[config.mk]
export PLATFORM = sky130hd
export DESIGN_NAME = fpmul_ctrl_fsm
export DESIGN_NICKNAME = d
export VERILOG_FILES = /design/src/rtl/fpmul_ctrl_fsm.sv
export SDC_FILE = /design/constraint.sdc
export NUM_CORES = 1
export LEC_CHECK = 0
export BUFFER_PORTS_ARGS = -buffer_cell sky130_fd_sc_hd__clkbuf_2
export CORE_MARGIN = 2
export CORE_UTILIZATION = 55
export DETAILED_ROUTE_END_ITERATION = 10
export PLACE_DENSITY = 0.75
export SETUP_SLACK_MARGIN = 0.15
export SKIP_LAST_GASP = 1
export SYNTH_ARGS = -nofsm -noshare
export SYNTH_HDL_FRONTEND = slang
export SYNTH_SLANG_ARGS = --single-unit
[constraint.sdc]
create_clock -name clk -period 2.54 [get_ports clk]
set_input_delay 0.254 -clock clk [delete_from_list [all_inputs] [get_ports clk]]
set_output_delay 0.254 -clock clk [all_outputs]
set_load 0.01 [all_outputs]
[src/rtl/fpmul_ctrl_fsm.sv]
// Control sequencer for the FP multiplier datapath: load operands, pulse start,
// wait for ANY/ALL unit completion under a timeout, then report status.
module fpmul_ctrl_fsm #(
    parameter int N_UNITS     = 2,
    parameter int DONE_MODE   = 0,
    parameter int LOAD_CYCLES = 1,
    parameter int CNT_W       = 16,
    parameter int TIMEOUT     = 256
) (
    input  logic               clk,
    input  logic               rst_n,
    input  logic               in_valid,
    output logic               in_ready,
    input  logic               abort,
    input  logic [N_UNITS-1:0] mul_done,
    output logic               load_en,
    output logic               mul_start,
    output logic               out_valid,
    input  logic               out_ready,
    output logic [N_UNITS-1:0] out_unit_mask,
    output logic               timeout_err,
    output logic               busy,
    output logic [2:0]         state
);

    typedef enum logic [2:0] {
        IDLE  = 3'd0,
        LOAD  = 3'd1,
        ISSUE = 3'd2,
        WAIT  = 3'd3,
        DONE  = 3'd4,
        TOUT  = 3'd5
    } state_t;

    localparam logic [CNT_W-1:0] LOAD_LAST = CNT_W'(LOAD_CYCLES - 1);
    localparam logic [CNT_W-1:0] TOUT_LAST = CNT_W'(TIMEOUT - 1);

    state_t             state_q, state_d;
    logic [CNT_W-1:0]   cnt_q, cnt_d;
    logic [N_UNITS-1:0] seen_q, seen_d;
    logic [N_UNITS-1:0] seen_now;
    logic               hit;

    // Handshakes: a transfer happens on a rising edge where valid && ready are
    // both high; valid never depends on ready, and held status stays stable.
    assign in_ready = (state_q == IDLE) && !abort && rst_n;

    assign seen_now = seen_q | mul_done;
    assign hit      = (DONE_MODE != 0) ? (&seen_now) : (|seen_now);

    always_ff @(posedge clk) begin
        if (!rst_n) begin
            state_q <= IDLE;
            cnt_q   <= '0;
            seen_q  <= '0;
        end else begin
            state_q <= state_d;
            cnt_q   <= cnt_d;
            seen_q  <= seen_d;
        end
    end

    always_comb begin
        state_d = state_q;
        cnt_d   = cnt_q;
        seen_d  = seen_q;
        if (abort && (state_q != IDLE)) begin
            state_d = IDLE;
            cnt_d   = '0;
            seen_d  = '0;
        end else begin
            case (state_q)
                IDLE: begin
                    if (in_valid && in_ready) begin
                        state_d = LOAD;
                        cnt_d   = '0;
                    end
                end
                LOAD: begin
                    if (cnt_q == LOAD_LAST) begin
                        state_d = ISSUE;
                        cnt_d   = '0;
                    end else begin
                        cnt_d = cnt_q + 1'b1;
                    end
                end
                ISSUE: begin
                    // Dones arriving alongside the start pulse belong to no operation.
                    state_d = WAIT;
                    cnt_d   = '0;
                    seen_d  = '0;
                end
                WAIT: begin
                    seen_d = seen_now;
                    cnt_d  = cnt_q + 1'b1;
                    if (hit) begin
                        state_d = DONE;
                    end else if (cnt_q == TOUT_LAST) begin
                        state_d = TOUT;
                    end
                end
                DONE, TOUT: begin
                    if (out_ready) begin
                        state_d = IDLE;
                    end
                end
                default: begin
                    state_d = IDLE;
                    cnt_d   = '0;
                    seen_d  = '0;
                end
            endcase
        end
    end

    assign load_en       = (state_q == LOAD);
    assign mul_start     = (state_q == ISSUE);
    assign out_valid     = (state_q == DONE) || (state_q == TOUT);
    assign timeout_err   = (state_q == TOUT);
    assign out_unit_mask = out_valid ? seen_q : '0;
    assign busy          = (state_q != IDLE);
    assign state         = state_q;

endmodule

# Word level (Yosys, flattened, before mapping)
# Index checks and enable logic that the tools add are counted.
# word_totals
ff_bits	21
inputBits	7
out_inout_bits	11
# op_classes
muxes	11
eq_ne	10
addsub	1
bitwise	3
n_reduce_logical	15
# op_table
op	n
$pmux 16 s4	1
$mux 16	2
$add 16x1->16 const B	1
$eq 16x8->1 const B	1
$logic_not 16->1	1
$mux 3	5
$pmux 3 s5	1
$eq 3x2->1 const B	2
$eq 3x3->1 const B	2
$reduce_or 2->1	3
$logic_and 1x1->1	4
$ne 2x1->1 const B	2
$pmux 2 s2	1
$reduce_and 4->1	1
$reduce_or 4->1	1
$eq 3x1->1 const B	1
$logic_not 3->1	1
$ne 3x3->1 const B	1
$reduce_bool 3->1	1
$mux 2	1
$ne 2x2->1 const B	1
$not 1->1	2
$or 2x2->2	1
$reduce_and 2->1	1
2 further kinds	2

# Longest topological paths before layout
# logic_depth
word_depth	6
mapped_depth	8
ltp_nobuf	7

# Worst setup path after synthesis
# No wires, ideal clock.
# synth_path
path_kind	reg2reg
start	register cnt_q[0]
end	register cnt_q[15]
setup_time_ns	0.074
period_less_slack_ns	1.832
n_path_buf	1
path_stages_with_launch	9
path_slack_ns	0.708
arrival_ns	1.758
cell_sequence	dfxtp_1 > inv_1 > ha_1 > nor4b_1 > and4_4 > or3_1 > buf_2 > o31a_1 > a31oi_1
# synth_between
elab_chain_cells	3
elab_cells_between_ends	4
cone_classes	add/sub (1); mux (2); reduce/logical (1)
# synth_lines
item	line_no	text
from (decl)	39	logic [CNT_W-1:0] cnt_q, cnt_d;
from (signal assigned)	58	cnt_q <= cnt_d;
$add 16x1->16 / $logic_not 16->1 (equally long branches)	84, 95, 80	
$mux 16	80	if (cnt_q == LOAD_LAST) begin
$pmux 16 s4 (*)	72	case (state_q)
# Mark *: on every way between the ends. The rest lies on a longest branch, timed or not.
# A chain may end at the register's enable or synchronous reset.

# Final worst setup path
# Same ends and word-level chain as after synthesis.

==> results_dict.tcl <==
set metrics [dict create \
    slew_headroom_pct 66.7 \
    min_path_type "in -> reg" \
    routedWlPerCell_um 14.7 \
    fin_crit_ps 1990 \
    dp_cells 191 \
    core_um2 2020 \
    fillers 193 \
    stdcell_count 195 \
    cp_num_buf_inv 1 \
    cp.required_ps 2780 \
    synth_seq_cells 21 \
    status "completed" \
    crit_arrival_ps 2230 \
    syn_area_um2 1210 \
    die-area_um2 2600 \
    nets 178 \
    pin_count 18 \
    rrSetupSlack_ps 550 \
    worstPathCellList "inv_1 -> ha_1 -> nor4b_1 -> and4_4 -> or3_1 -> o31a_1 -> a31oi_1" \
    grt.total_usage_pct 23.4 \
    rr_worst_depth 7 \
    syn_nets 162 \
    synth_area_leaders "dfxtp_1, nand3_1, a21oi_1" \
    yosysWarnings 0 \
    leakagePower_nw 0.497 \
    async_flop_share_pct 0 \
    p_int_mw 0.582 \
    grt_pass1_vias 1015 \
    path_depth 7 \
    switching_power_mw 0.393 \
    synth_edf_count 0 \
    cp_max_fo 7 \
    initial_core_util_pct 60.0 \
    ant_nets 0 \
    critPathKind "reg -> reg" \
    clk_pin_slew_ps 110 \
    cts_setup_buffers 0 \
    drt_iter0_drc 38 \
    setup_viol 0 \
    end_kind "register" \
    vias_per_cell 6.15 \
    cts_tree "yes" \
    stdcell_area_um2 1330 \
    cts_hold_buf 0 \
    timing_hold_violations_final 0 \
    cts_buffers 3 \
    htreeDepth 1 \
    period_share_pct 78.3 \
    yosysTopAreaCell "dfxtp_1" \
    cts-resized-gates 0 \
    cp_top_family "simple AND/OR/NAND/NOR gates" \
    max-cap-violations 0 \
    clock_path_buffers 2 \
    grt-ovfl-total 0 \
    placed_area_um2 1310 \
    setup_tns_ps 0 \
    dr_total_vias 1200 \
    drc 0 \
    rsz0062_at_grt "no" \
    startpoint_type "register" \
    drive_gt1_share_pct 16.1 \
    fmax_ghz 0.503 \
    cts_sinks 21 \
    ir_drop_v 0.000481 \
    drv_slew 0 \
    seq_area_frac_synth_pct 34.7 \
    yosysUniqueCellTypes 41 \
    comb_power_share_pct 41.4 \
    holdPathStages 3 \
    die_y_um 51.0 \
    avgSynthCellArea_um2 7.92 \
    power.share.clock_pct 16.6 \
    gp_congestion 0.861 \
    synthFlopType "dfxtp_1" \
    max_stage_delay_ps 430 \
    syn_inst 153 \
    power_mw 0.974 \
    worst_slew_pin_slew_ps 498 \
    skew_ps 3.16 \
    die_x_um 51.0 \
    crit_slowest_cell "or3_1" \
    syn_to_final_growth_pct 9.91 \
    switching_share_pct 40.3 \
    wirelength_mm 2.87 \
    grt_pass1_wl_mm 4.64 \
    power.share.sequential_pct 42.0 \
    port-buffer-count 17 \
    n_antenna_cell 0 \
    holdWs_ps 264 \
    drt_pass1_iterations 4 \
    cts-root-buf "clkbuf_4" \
    dp_hpwl_mm 2.14 \
    antenna_found_initial 0 \
    yosysTopAreaCellShare_pct 34.7 \
    power_density_nw_per_um2 731 \
    rows 16 \
    grt_max_degree 16 \
    clock_latency_ps 310 \
]
final timing paths:
check	start	end
worst max-delay path	cnt_q[0]$_SDFFE_PP0P_	cnt_q[15]$_SDFFE_PP0P_
worst min-delay path	mul_done[1]	seen_q[1]$_SDFFE_PP0N_
worst max register to register	cnt_q[0]$_SDFFE_PP0P_	cnt_q[15]$_SDFFE_PP0P_
worst min register to register	cnt_q[15]$_SDFFE_PP0P_	cnt_q[15]$_SDFFE_PP0P_
power groups by stage:
stage | Combinational, mW | Sequential (mW) | Clock, mW
detailed placement | 0.396 | 0.416 | 0
global placement | 0.383 | 0.412 | 0
global route | 0.444 | 0.416 | 0.182
floorplan | 0.306 | 0.388 | 0
finish | 0.403 | 0.409 | 0.162
CTS | 0.399 | 0.407 | 0.167
flip-flops by register name, summed over array words and instances (netlist names):
name and cells:
state 3, seen_q 2, cnt_q 16
per-stage QoR:
stage	setup WS (ps)	util, %
global placement	636	64.6
detailed placement	576	64.6
floorplan	708	-
finish	551	65.9
CTS	554	65.9
global route	426	65.9
worst reg2reg max path: stages, from the launching register on:
cell and delay (ps):
dfxtp_1 390, inv_1 90, ha_1 200, nor4b_1 140
and4_4 220, or3_1 430, o31a_1 330, a31oi_1 130
placed cells by master (no fill, tap or decap), drive strengths merged, types with 2 or more instances in the layout:
cell type / n
a211oi: 2
a21o: 5
a21oi: 11
a311oi: 3
a31oi: 5
a41oi: 2
and2: 4
and4: 2
buf: 2
clkbuf: 21
dfxtp: 21
ha: 2
inv: 7
mux2i: 2
nand2: 9
nand2b: 3
nand3: 13
nand4: 6
nor2: 13
nor2b: 3
nor3: 4
nor3b: 2
nor4: 4
o21ai: 6
or3: 3
xnor2: 2
synthesized netlist by cell type, drive strengths merged, types with 3 or more instances:
| master | n |
|---|---|
| inv | 7 |
| nor3 | 4 |
| a31oi | 5 |
| a311oi | 3 |
| nand4 | 6 |
| a21oi | 11 |
| and2 | 4 |
| dfxtp | 21 |
| or3 | 3 |
| nand2 | 9 |
| nor4 | 4 |
| a21o | 5 |
| buf | 6 |
| nand2b | 3 |
| nor2 | 13 |
| nand3 | 13 |
| o21ai | 6 |
| nor2b | 3 |
layer usage:
layer  vias up  global-route usage, %  wire length, um
met5         -                      0                0
met4         0                   9.46               29
met3         4                   2.92              132
met2        35                   35.1             1290
met1       563                   33.9             1420
li1        598                      -                -
area by class of cell:
type	count	area, um^2	area share (%)
clock buffer	4	26.3	1.97
inverter	7	26.3	1.97
multi-input combinational	117	726	54.5
tap	27	33.8	2.54
sequential	21	420	31.5
timing repair buffer	19	100	7.51
cells by family (layout without fill, tap and decap cells):
logic type | count (synthesis) | in the layout | share of synthesized area, %
and+or+nand+nor | 70 | 70 | 32.5
AOI/OAI and AO/OA | 40 | 40 | 21.5
DFF | 21 | 21 | 34.7
buffers and inverters | 15 | 30 | 5.47
xor gates and xnor gates | 3 | 3 | 2.17
adders and majority gates | 2 | 2 | 2.06
muxes | 2 | 2 | 1.65
No activity file was read; power rests on OpenSTA's default activity.
